$ cat config.mk
export PLATFORM = sky130hd
export DESIGN_NAME = fq_scheduler
export DESIGN_NICKNAME = d
export VERILOG_FILES = /design/src/rtl/fq_scheduler.sv
export SDC_FILE = /design/constraint.sdc
export NUM_CORES = 1
export LEC_CHECK = 0
export CAP_MARGIN = 20
export CORE_UTILIZATION = 60
export CTS_BUF_LIST = sky130_fd_sc_hd__clkbuf_8
export CTS_CLUSTER_DIAMETER = 120
export DETAILED_ROUTE_END_ITERATION = 8
export GPL_TIMING_DRIVEN = 0
export HOLD_SLACK_MARGIN = 0.06
export MAX_ROUTING_LAYER = met4
export PLACE_DENSITY = 0.9
export SLEW_MARGIN = 30
export SYNTH_ARGS = -nofsm -noshare
export SYNTH_HDL_FRONTEND = slang
export SYNTH_SLANG_ARGS = --single-unit
$ cat constraint.sdc
create_clock -name ref_freq -period 7.37 [get_ports ref_freq]
set_input_delay 1.1055 -clock ref_freq [delete_from_list [all_inputs] [get_ports ref_freq]]
set_output_delay 1.1055 -clock ref_freq [all_outputs]
set_load 0.02 [all_outputs]
$ cat src/rtl/fq_scheduler.sv
// fq_scheduler
// Multi-channel frequency measurement scheduler. Requesting channels are
// granted round-robin; the granted channel's rising edges are counted over
// a gate window of max(gate_cycles,1) reference cycles and the count is
// returned through a valid/ready handshake.
//
// Ports
//   ref_freq    reference clock, all logic on its rising edge
//   Reset       asynchronous active-high reset
//   req         per-channel request level, held until that channel's handshake
//   sig_in      measured signals, asynchronous to ref_freq
//   gate_cycles gate window length in ref_freq cycles, sampled at grant
//   busy        high from grant until handshake or abort
//   cur_ch      currently granted channel (holds last grant while idle)
//   result      saturating edge count of the completed measurement
//   result_ch   channel that result belongs to
//   overflow    count saturated during this measurement
//   valid       result available
//   ready       consumer accepts result when valid && ready
module fq_scheduler #(
  parameter int CHANNELS = 4,
  parameter int WIDTH    = 32,
  parameter int CH_W     = $clog2(CHANNELS)
) (
  input  logic                ref_freq,
  input  logic                Reset,
  input  logic [CHANNELS-1:0] req,
  input  logic [CHANNELS-1:0] sig_in,
  input  logic [31:0]         gate_cycles,
  output logic                busy,
  output logic [CH_W-1:0]     cur_ch,
  output logic [WIDTH-1:0]    result,
  output logic [CH_W-1:0]     result_ch,
  output logic                overflow,
  output logic                valid,
  input  logic                ready
);

  typedef enum logic [1:0] {S_IDLE, S_GATE, S_HOLD} state_e;

  state_e              state_q, state_d;
  logic [CHANNELS-1:0] s1_q, s2_q, s3_q;
  logic [CHANNELS-1:0] rise;
  logic [CH_W-1:0]     rr_ptr_q, rr_ptr_d;
  logic [CH_W-1:0]     cur_ch_q, cur_ch_d;
  logic [WIDTH-1:0]    edge_cnt_q, edge_cnt_d;
  logic [31:0]         gate_cnt_q, gate_cnt_d;
  logic [WIDTH-1:0]    result_q, result_d;
  logic [CH_W-1:0]     result_ch_q, result_ch_d;
  logic                overflow_q, overflow_d;
  logic                valid_q, valid_d;
  logic                busy_q, busy_d;

  logic                grant_found;
  logic [CH_W-1:0]     grant_ch;
  logic [CH_W:0]       scan_sum;
  logic [CH_W-1:0]     next_ch;

  // Every channel is synchronised continuously so a new grant can count at once.
  always_ff @(posedge ref_freq or posedge Reset) begin
    if (Reset) begin
      s1_q <= '0;
      s2_q <= '0;
      s3_q <= '0;
    end else begin
      s1_q <= sig_in;
      s2_q <= s1_q;
      s3_q <= s2_q;
    end
  end

  assign rise    = s2_q & ~s3_q;
  assign next_ch = (cur_ch_q == CH_W'(CHANNELS - 1)) ? '0 : cur_ch_q + CH_W'(1);

  // Round-robin search: first requester at or above rr_ptr, wrapping modulo CHANNELS.
  always_comb begin
    grant_found = 1'b0;
    grant_ch    = '0;
    scan_sum    = '0;
    for (int unsigned i = 0; i < CHANNELS; i++) begin
      scan_sum = {1'b0, rr_ptr_q} + (CH_W + 1)'(i);
      if (scan_sum >= (CH_W + 1)'(CHANNELS)) scan_sum = scan_sum - (CH_W + 1)'(CHANNELS);
      if (!grant_found && req[scan_sum[CH_W-1:0]]) begin
        grant_found = 1'b1;
        grant_ch    = scan_sum[CH_W-1:0];
      end
    end
  end

  always_comb begin
    state_d     = state_q;
    rr_ptr_d    = rr_ptr_q;
    cur_ch_d    = cur_ch_q;
    edge_cnt_d  = edge_cnt_q;
    gate_cnt_d  = gate_cnt_q;
    result_d    = result_q;
    result_ch_d = result_ch_q;
    overflow_d  = overflow_q;
    valid_d     = valid_q;
    busy_d      = busy_q;
    unique case (state_q)
      S_IDLE: begin
        if (grant_found) begin
          cur_ch_d   = grant_ch;
          edge_cnt_d = '0;
          gate_cnt_d = (gate_cycles == 32'd0) ? 32'd1 : gate_cycles;
          overflow_d = 1'b0;
          busy_d     = 1'b1;
          state_d    = S_GATE;
        end
      end
      S_GATE: begin
        if (!req[cur_ch_q]) begin
          busy_d   = 1'b0;
          rr_ptr_d = next_ch;
          state_d  = S_IDLE;
        end else begin
          // Overflow marks an edge lost while the counter sits at all-ones.
          if (rise[cur_ch_q]) begin
            if (edge_cnt_q == '1) overflow_d = 1'b1;
            else                  edge_cnt_d = edge_cnt_q + WIDTH'(1);
          end
          gate_cnt_d = gate_cnt_q - 32'd1;
          if (gate_cnt_q == 32'd1) begin
            result_d    = edge_cnt_d;
            result_ch_d = cur_ch_q;
            valid_d     = 1'b1;
            state_d     = S_HOLD;
          end
        end
      end
      S_HOLD: begin
        if (ready) begin
          valid_d  = 1'b0;
          busy_d   = 1'b0;
          rr_ptr_d = next_ch;
          state_d  = S_IDLE;
        end
      end
      default: state_d = S_IDLE;
    endcase
  end

  always_ff @(posedge ref_freq or posedge Reset) begin
    if (Reset) begin
      state_q     <= S_IDLE;
      rr_ptr_q    <= '0;
      cur_ch_q    <= '0;
      edge_cnt_q  <= '0;
      gate_cnt_q  <= '0;
      result_q    <= '0;
      result_ch_q <= '0;
      overflow_q  <= 1'b0;
      valid_q     <= 1'b0;
      busy_q      <= 1'b0;
    end else begin
      state_q     <= state_d;
      rr_ptr_q    <= rr_ptr_d;
      cur_ch_q    <= cur_ch_d;
      edge_cnt_q  <= edge_cnt_d;
      gate_cnt_q  <= gate_cnt_d;
      result_q    <= result_d;
      result_ch_q <= result_ch_d;
      overflow_q  <= overflow_d;
      valid_q     <= valid_d;
      busy_q      <= busy_d;
    end
  end

  assign busy      = busy_q;
  assign cur_ch    = cur_ch_q;
  assign result    = result_q;
  assign result_ch = result_ch_q;
  assign overflow  = overflow_q;
  assign valid     = valid_q;

endmodule

* Word-level counts from Yosys, hierarchy flattened
Index checks and enable logic that the tools add are counted.
** Word-level totals
- Memory bits (read-only) :: 0
- Memory bits (writable) :: 0
- Bits in latches :: 0
- Output and inout port bits :: 39
- Flip-flop bits (word level) :: 119
- Logic and storage cells :: 120
- Memories kept :: 0
- Input bits :: 43
** Operators by class
- Reductions and logical operators :: 19
- Equality and inequality tests :: 13
- Order comparisons :: 9
- Div/mod/pow operators :: 0
- Shifts and indexed selects :: 0
- $add $sub $neg :: 10
- Muxes and demuxes :: 54
- Multipliers :: 0
- Bitwise gates (word level) :: 2
** Operators by type and width (number)
- two-way mux 32 bit :: 7
- one-hot mux 32 bit (2 select lines) :: 2
- adder 32 x 1 -> 32 bit (second input constant) :: 1
- == test 32 x 1 -> 1 bit (second input constant) :: 1
- == test 32 bit (second input constant) :: 1
- logical NOT 32 bit :: 1
- subtractor 32 x 1 -> 32 bit (second input constant) :: 1
- two-way mux 2 bit :: 15
- two-way mux 1 bit :: 19
- < comparator 2 x 3 -> 1 bit (second input constant) :: 5
- != test 2 bit (second input constant) :: 7
- binary-select mux 1 bit (select 2 bit) :: 6
- AND reduction 3 bit :: 4
- >= comparator 3 bit (second input constant) :: 3
- AND reduction 4 bit :: 2
- subtractor 2 x 1 -> 2 bit (second input constant) :: 4
- adder 2 x 2 -> 3 bit (second input constant) :: 2
- one-hot mux 2 bit (3 select lines) :: 1
- AND reduction 5 bit :: 1
- AND 4 bit :: 1
- == test 2 bit (second input constant) :: 2
- inverter 4 bit :: 1
- one-hot mux 1 bit (2 select lines) :: 2
- one-hot mux 2 bit (2 select lines) :: 1
- other kinds (12) :: 17

* Logic depth before layout (Yosys ltp)
Gate-level depths: netlist (run 1).
- Word-level depth :: 16
- Gate-level depth with buffers :: 10
- Gate-level depth less buffers :: 8

* Least setup slack after synthesis (run 1)
Ideal clock, no wire load.
- Path kind :: input to register
- Start :: input req[3]
- End :: register gate_cnt_q[1]
- Data required time :: 7236 ps
- Data arrival time :: 2706 ps
- Path slack :: 4531 ps
- Cell stages on the path :: 9
- Setup time :: 134 ps
- Cell sequence :: mux4_2 -> and2_1 -> buf_2 -> o21a_1 -> buf_2 -> buf_2 -> buf_2 -> o211ai_1 -> o21ai_0
** Between the ends
- Word-level cells in the longest chain between the ends :: 14
- Elaborated cells between the ends (all ways) :: 23
- Classes of those cells :: 2 x eq/ne; 14 x mux; 7 x reduce/logical
** Ends and longest elaborated chain
- start: declaration :: line 27 : input logic [CHANNELS-1:0] req,
- binary-select mux 1 bit (select 2 bit) :: line 83 : if (!grant_found && req[scan_sum[CH_W-1:0]]) begin
- two-way mux 1 bit (not written as such) :: line 83
- two-way mux 1 bit :: line 83
- logical NOT 1 bit :: line 83
- logical AND 1 bit :: line 83
- two-way mux 1 bit :: line 83
- logical NOT 1 bit :: line 83
- logical AND 1 bit :: line 83
- two-way mux 1 bit :: line 83
- logical NOT 1 bit :: line 83
- logical AND 1 bit :: line 83
- two-way mux 1 bit :: line 83
- != test 2 bit (no line)
- AND reduction 3 bit (no line) (*)
- end signal: assignment :: line 161 : gate_cnt_q <= gate_cnt_d;
- end: declaration :: line 47 : logic [31:0] gate_cnt_q, gate_cnt_d;
Every way passes the cells marked *; elsewhere a longest branch is shown, timed or not. The select of a mux whose other input is x is not followed.
A chain may end at the register's enable or synchronous reset.

* Worst setup path after layout (run 1)
- Start :: input req[3]
- End :: register edge_cnt_q[31]
** Between the ends
- Word-level cells in the longest chain between the ends :: 14
- Elaborated cells between the ends (all ways) :: 23
- Classes of those cells :: 2 x eq/ne; 14 x mux; 7 x reduce/logical
** Ends and longest elaborated chain
- binary-select mux 1 bit (select 2 bit) :: line 83
- two-way mux 1 bit (not written as such) :: line 83
- two-way mux 1 bit :: line 83
- logical NOT 1 bit :: line 83
- logical AND 1 bit :: line 83
- two-way mux 1 bit :: line 83
- logical NOT 1 bit :: line 83
- logical AND 1 bit :: line 83
- two-way mux 1 bit :: line 83
- logical NOT 1 bit :: line 83
- logical AND 1 bit :: line 83
- two-way mux 1 bit :: line 83
- != test 2 bit (no line)
- AND reduction 3 bit (no line) (*)
- end signal: assignment :: line 160 : edge_cnt_q <= edge_cnt_d;
- end: declaration :: line 46 : logic [WIDTH-1:0] edge_cnt_q, edge_cnt_d;
Marked as above.

==> results of run 1 <==
worst max-delay path, delay by kind of cell:
kind | cells | cell delay (ns)
AOI/OAI and AO/OA | 3 | 0.68
buffers and inverters | 4 | 1.28
muxes | 1 | 0.56
and+or+nand+nor | 1 | 0.19
how the worst min path moves through the flow:
stage / from / endpoint / cells past startpoint
3_3_place_gp: s1_q[0]$_DFF_PP0_ / s2_q[0]$_DFF_PP0_ / 0
3_5_place_dp: s1_q[1]$_DFF_PP0_ / s2_q[1]$_DFF_PP0_ / 0
2_1_floorplan: s1_q[0]$_DFF_PP0_ / s2_q[0]$_DFF_PP0_ / 0
4_1_cts: s1_q[1]$_DFF_PP0_ / s2_q[1]$_DFF_PP0_ / 0
6_report: s1_q[1]$_DFF_PP0_ / s2_q[1]$_DFF_PP0_ / 0
5_1_grt: s1_q[2]$_DFF_PP0_ / s2_q[2]$_DFF_PP0_ / 0
power by group:
part           switching (uW)  internal [uW]
Sequential                157            773
Clock                     274            349
Combinational             621            351
Total                    1050           1470
state kept, by name (all words and copies together), names as in the netlist:
register    cells
edge_cnt_q     32
valid           1
result         32
overflow        1
s2_q            4
result_ch       2
state_q         2
busy            1
s1_q            4
rr_ptr_q        2
gate_cnt_q     32
s3_q            4
cur_ch          2
routing by layer:
| layer | part of all wire, % | track usage [%] |
|---|---|---|
| met5 | 0 | - |
| met4 | 2.9 | 16.93 |
| met2 | 51 | 55.06 |
| met3 | 8.1 | 6.376 |
| met1 | 38 | 39.89 |
layout make-up:
type                    instances  area (um^2)
multi-input cells             527         3272
flip-flops and latches        119         2978
fillers                       733         2474
repair buffers                 82        838.3
clock buffers                  19        261.5
plain buffers                  43        236.5
well taps                     136        170.2
clock inverters                13        153.9
inverters                      19        78.83
cells in the mapped netlist (all sizes together) (19+ instances only):
library cell  count  area (um^2)
dfrtp           119         2978
nand2            82        310.3
o21ai            74        441.7
a21oi            49        245.2
o22ai            31        193.9
nor2             30        112.6
nand3            29        145.1
nor3             25        125.1
buf              22        157.7
clkbuf           21        78.83
nand4            21        131.4
a31oi            20        125.1
nor4             20        155.2
inv              19        71.32
cell families (layout without fill, tap and decap cells):
kind of cell	Yosys count	count (layout)	synth area share, %
multiplexers	11	11	2.309
buffers and inverters	62	176	4.694
flip-flops	119	119	45.41
adder cells (fa/ha/maj)	8	8	1.526
AND/OR/NAND/NOR	264	264	21.07
XOR/XNOR	30	30	4.007
AO/OA/AOI/OAI	214	214	20.99
through the flow:
stage	setup WS (ns)	hold slack, ns	instances	utilization, %	cell area, um^2
floorplan	3.107	0.3312	708	-	6558
global placement	1.515	0.3324	925	72.05	7538
detailed placement	3.575	0.3347	926	72.39	7574
CTS	4.017	0.3510	958	76.36	7989
global route	3.797	0.3582	958	76.36	7989
finish	3.915	0.3489	958	76.36	7989
==> flow_summary.yaml, run 1 <==
timing:
  final_max_slew_viol_count: 0
  post-route-period-util_pct: 46.88
  rsz0062_at_grt: "false"
  hold_viol_final: 0
  worst_slew_pin_slew_ns: 0.7637
  timing.setup.tns_ns: 0
  slew_headroom_pct: 48.62
  fmax_mhz: 289.4
  setup_viol: 0
  period_needed_ns: 3.455
  fin_skew_ns: 0.008006
synthesis:
  synth.distinct_cells: 60
  ys_seq_area_share_pct: 45.41
  syn_nets: 759
  asyncSetResetFlopFracSynth_pct: 100.0
  ys_ff_latch: 119
  synth_enable_flop_cells: 0
  yosysWarnings: 0
  netlist_instances: 708
  synth_area_um2: 6558
  synth_area_per_cell_um2: 9.262
  synth-main-ff-cell: "dfrtp_1"
clock_tree:
  ctsHoldBuffers: 0
  root_buffer: "clkbuf_8"
  cts_buffers: 17
  post_cts_resized: 0
  cts_tree: "built"
  cts_sinks: 119
  htreeDepth: 4
  clkTransAtPathRegs_ns: 0.07
  cts.path.max_buffers: 2
  cts_setup_buffers: 0
  clk_latency_ns: 0.45
global_route:
  grt.total_usage_pct: 33.64
  overflow: 0
  grt_pass1_wl_um: 28950
  grt_antenna_before_repair: 0
  grt_max_degree: 77
  grt_pass1_vias: 6061
worst_setup_path:
  crit_start: "req[3]"
  crit_path_frequent_cell: "buf_2"
  worst_setup_path_start_kind: "input pin"
  path_cells: "clkdlybuf4s50_1 -> mux4_2 -> and2_1 -> buf_2 -> o21ai_1 -> buf_2 -> buf_2 -> o21ai_0 -> o31ai_1"
  ff2ff_path_depth: 6
  crit_slowest_cell: "mux4_2"
  cp_max_fo: 10
  crit_required_ns: 7.73
  r2r_slack_ns: 4.34
  crit_arrival_ns: 3.82
  timing.rr.end: "gate_cnt_q[15]$_DFFE_PP0P_"
  critPathCaptureType: "flip-flop"
  critPathMaxStageDelay_ns: 0.56
  path_class: "in -> reg"
  cp-endpoint: "edge_cnt_q[31]$_DFFE_PP0P_"
  reg2reg_from: "gate_cnt_q[2]$_DFFE_PP0P_"
routing:
  detail_route.iter0.violations: 553
  drc: 0
  viasPerCell: 6.578
  vias: 6302
  wl_um: 17740
  wire_per_inst_um: 18.51
  dr.pass1.iters: 7
  ant_nets: 0
run:
  drv_cap: 0
cells_and_area:
  diodes: 0
  final_cell_mix: "119 x dfrtp_1, 81 x nand2_1, 81 x clkdlybuf4s50_1"
  final_common_cell: "dfrtp_1"
  nNetsFinal: 860
  syn_to_final_growth_pct: 21.83
  drive_above_1_share_pct: 11.44
hold_path:
  holdCritPathClass: "reg -> reg"
floorplanning:
  die_w_um: 106.5
  rows: 37
  ios: 82
  fp.dieH_um: 106.5
  fp.dieArea_um2: 11350
  initial_core_util_pct: 62.68
  coreArea_um2: 10460
placed_design:
  place.gp.congestion: 0.9421
  portBuffers: 81
  place_hpwl_um: 12320
power_and_ir_drop:
  totalPowerFinal_uw: 2524
  ir_worst_vdd_v: 0.0002326
  power_density_nw_per_um2: 316.0
  leakage_uw: 0.003205
status:
  status: "finished clean"
Power figures use the tool's default switching activity.
==> run 2: changes to the inputs <==
--- a/config.mk
+++ b/config.mk
@@ -6,14 +6,14 @@
 export NUM_CORES = 1
 export LEC_CHECK = 0
 export CAP_MARGIN = 20
-export CORE_UTILIZATION = 60
+export CORE_UTILIZATION = 52
 export CTS_BUF_LIST = sky130_fd_sc_hd__clkbuf_8
 export CTS_CLUSTER_DIAMETER = 120
 export DETAILED_ROUTE_END_ITERATION = 8
 export GPL_TIMING_DRIVEN = 0
 export HOLD_SLACK_MARGIN = 0.06
 export MAX_ROUTING_LAYER = met4
-export PLACE_DENSITY = 0.9
+export PLACE_DENSITY = 0.83
 export SLEW_MARGIN = 30
 export SYNTH_ARGS = -nofsm -noshare
 export SYNTH_HDL_FRONTEND = slang
==> constraint.sdc (replaced) <==
create_clock -name ref_freq -period 3.1 [get_ports ref_freq]
set_input_delay 0.465 -clock ref_freq [delete_from_list [all_inputs] [get_ports ref_freq]]
set_output_delay 0.465 -clock ref_freq [all_outputs]
set_load 0.02 [all_outputs]
==> flow_summary.yaml, run 2 (same netlist as run 1, synthesis figures left out) <==
status:
  status: "finished clean"
cells_and_area:
  syn_to_final_growth_pct: 22.06
  drive_above_1_share_pct: 10.79
  fillers: 992
  seqCellArea_um2: 2978
  nNetsFinal: 863
  multi_input_comb_area_um2: 3272
  final_common_cell: "dfrtp_1"
  final_cell_mix: "119 x dfrtp_1, 81 x nand2_1, 81 x clkdlybuf4s50_1"
  diodes: 0
routing:
  detail_route.iter0.violations: 416
  viasPerCell: 6.144
  dr.pass1.iters: 5
  topRoutingLayerUsed: "met4"
  ant_nets: 0
  drc: 0
  wl_um: 17030
  drt-met1-wl_um: 6705
  dr_wl_met3_um: 1219
  wl_met2_um: 8609
  wire_per_inst_um: 17.15
  vias: 6101
floorplanning:
  coreArea_um2: 12160
  fp.dieArea_um2: 13060
  rows: 40
  initial_core_util_pct: 53.92
  die_w_um: 114.3
  ios: 82
  fp.dieH_um: 114.3
placed_design:
  place_ws_ns: -0.1531
  portBuffers: 81
  place_hpwl_um: 12500
  place.gp.congestion: 0.9095
timing:
  final_max_slew_viol_count: 0
  fmax_mhz: 343.2
  period_needed_ns: 2.914
  post-route-period-util_pct: 94.00
  worst_slew_pin_slew_ns: 0.8169
  setup_viol: 0
  fin_skew_ns: 0.008503
  rsz0062_at_grt: "false"
  hold_viol_final: 0
  layout_setup_ws_ns: 0.1861
  slew_headroom_pct: 45.04
global_route:
  overflow: 0
  grt_pass1_vias: 5892
  grt_max_degree: 32
  grt_antenna_before_repair: 0
  grt.total_usage_pct: 28.59
  grt_pass1_wl_um: 28060
clock_tree:
  htreeDepth: 4
  cts_sinks: 119
  clk_latency_ns: 0.45
  clkTransAtPathRegs_ns: 0.07
  ctsHoldBuffers: 0
  cts.path.max_buffers: 2
  post_cts_resized: 0
  root_buffer: "clkbuf_8"
  cts_buffers: 17
  cts_tree: "built"
  cts_setup_buffers: 0
power_and_ir_drop:
  p_int_uw: 3287
  comb_power_share_pct: 40.1
  totalPowerFinal_uw: 5678
  leakage_uw: 0.003229
  switchingPower_uw: 2391
  p_clk_share_pct: 21.0
  power_density_nw_per_um2: 709.4
  ir_worst_vdd_v: 0.0004415
  pwr-share-seq_pct: 38.9
  p_sw_share_pct: 42.11
worst_setup_path:
  path_class: "reg -> reg"
  crit_required_ns: 3.46
  worst_setup_path_start_kind: "flip-flop"
  critPathCaptureType: "flip-flop"
  crit_arrival_ns: 3.27
  cp_max_fo: 10
run:
  drv_cap: 0
hold_path:
  holdCritPathClass: "reg -> reg"
-- run 2: cell types whose count changed in the layout (fill, tap and decap cells not counted) --
cell and delta:
clkinvlp_4 -3, bufinv_16 -3, inv_8 -1, clkinv_2 -2
inv_1 +8, clkinv_4 -1, buf_12 +3, clkbuf_8 +2
-- run 2: layout make-up --
type / instances / share of cell area (%)
plain buffers: 43 / 2.955
multi-input cells: 527 / 40.88
well taps: 168 / 2.626
inverters: 19 / 0.9379
clock inverters: 11 / 0.5628
flip-flops and latches: 119 / 37.20
repair buffers: 85 / 11.22
clock buffers: 21 / 3.611
-- run 2: worst paths after layout --
path	slack (ns)	cells after the start	from	to
setup / recovery	0.19	8	cur_ch[0]$_DFFE_PP0P_	edge_cnt_q[10]$_DFFE_PP0P_
hold / removal	0.35	0	s1_q[2]$_DFF_PP0_	s2_q[2]$_DFF_PP0_
setup reg to reg	0.19	8	cur_ch[0]$_DFFE_PP0P_	edge_cnt_q[10]$_DFFE_PP0P_
hold reg to reg	0.35	0	s1_q[2]$_DFF_PP0_	s2_q[2]$_DFF_PP0_
max in group asynchronous	2.04	4	Reset	result[15]$_DFFE_PP0P_
min in group asynchronous	0.37	2	Reset	s1_q[3]$_DFF_PP0_
-- run 2: critical path: stages (launching register included) --
cell	delay [ns]
dfrtp_1	0.49
mux4_2	0.60
and2_1	0.18
buf_2	0.19
o21ai_1	0.43
buf_2	0.38
buf_2	0.28
a21oi_1	0.06
o21ai_0	0.21
-- run 2: metrics by stage --
step | area, um^2 | hold slack (ns) | TNS (ns) | std cells | util, %
3_5_place_dp | 7670 | 0.3412 | -1.508 | 961 | 63.07
5_1_grt | 8004 | 0.3587 | 0 | 993 | 65.81
6_report | 8004 | 0.3460 | 0 | 993 | 65.81
4_1_cts | 8004 | 0.3489 | 0 | 993 | 65.81
2_1_floorplan | 6561 | 0.3312 | 0 | 708 | -
3_3_place_gp | 7582 | 0.3344 | -0.8921 | 957 | 62.35
-- run 2: power groups by stage --
stage,logic (uW),registers [uW],clock network [uW]
3_5_place_dp,2250,2220,0
3_3_place_gp,2140,2190,0
6_report,2280,2210,1190
5_1_grt,2500,2240,1280
2_1_floorplan,1570,2140,0
4_1_cts,2250,2190,1220
-- run 2: metal layers --
metal	GRT usage (%)	vias up
met5	-	-
met4	13.85	0
met3	5.876	47
met2	48.24	265
met1	32.53	2949
li1	-	2840
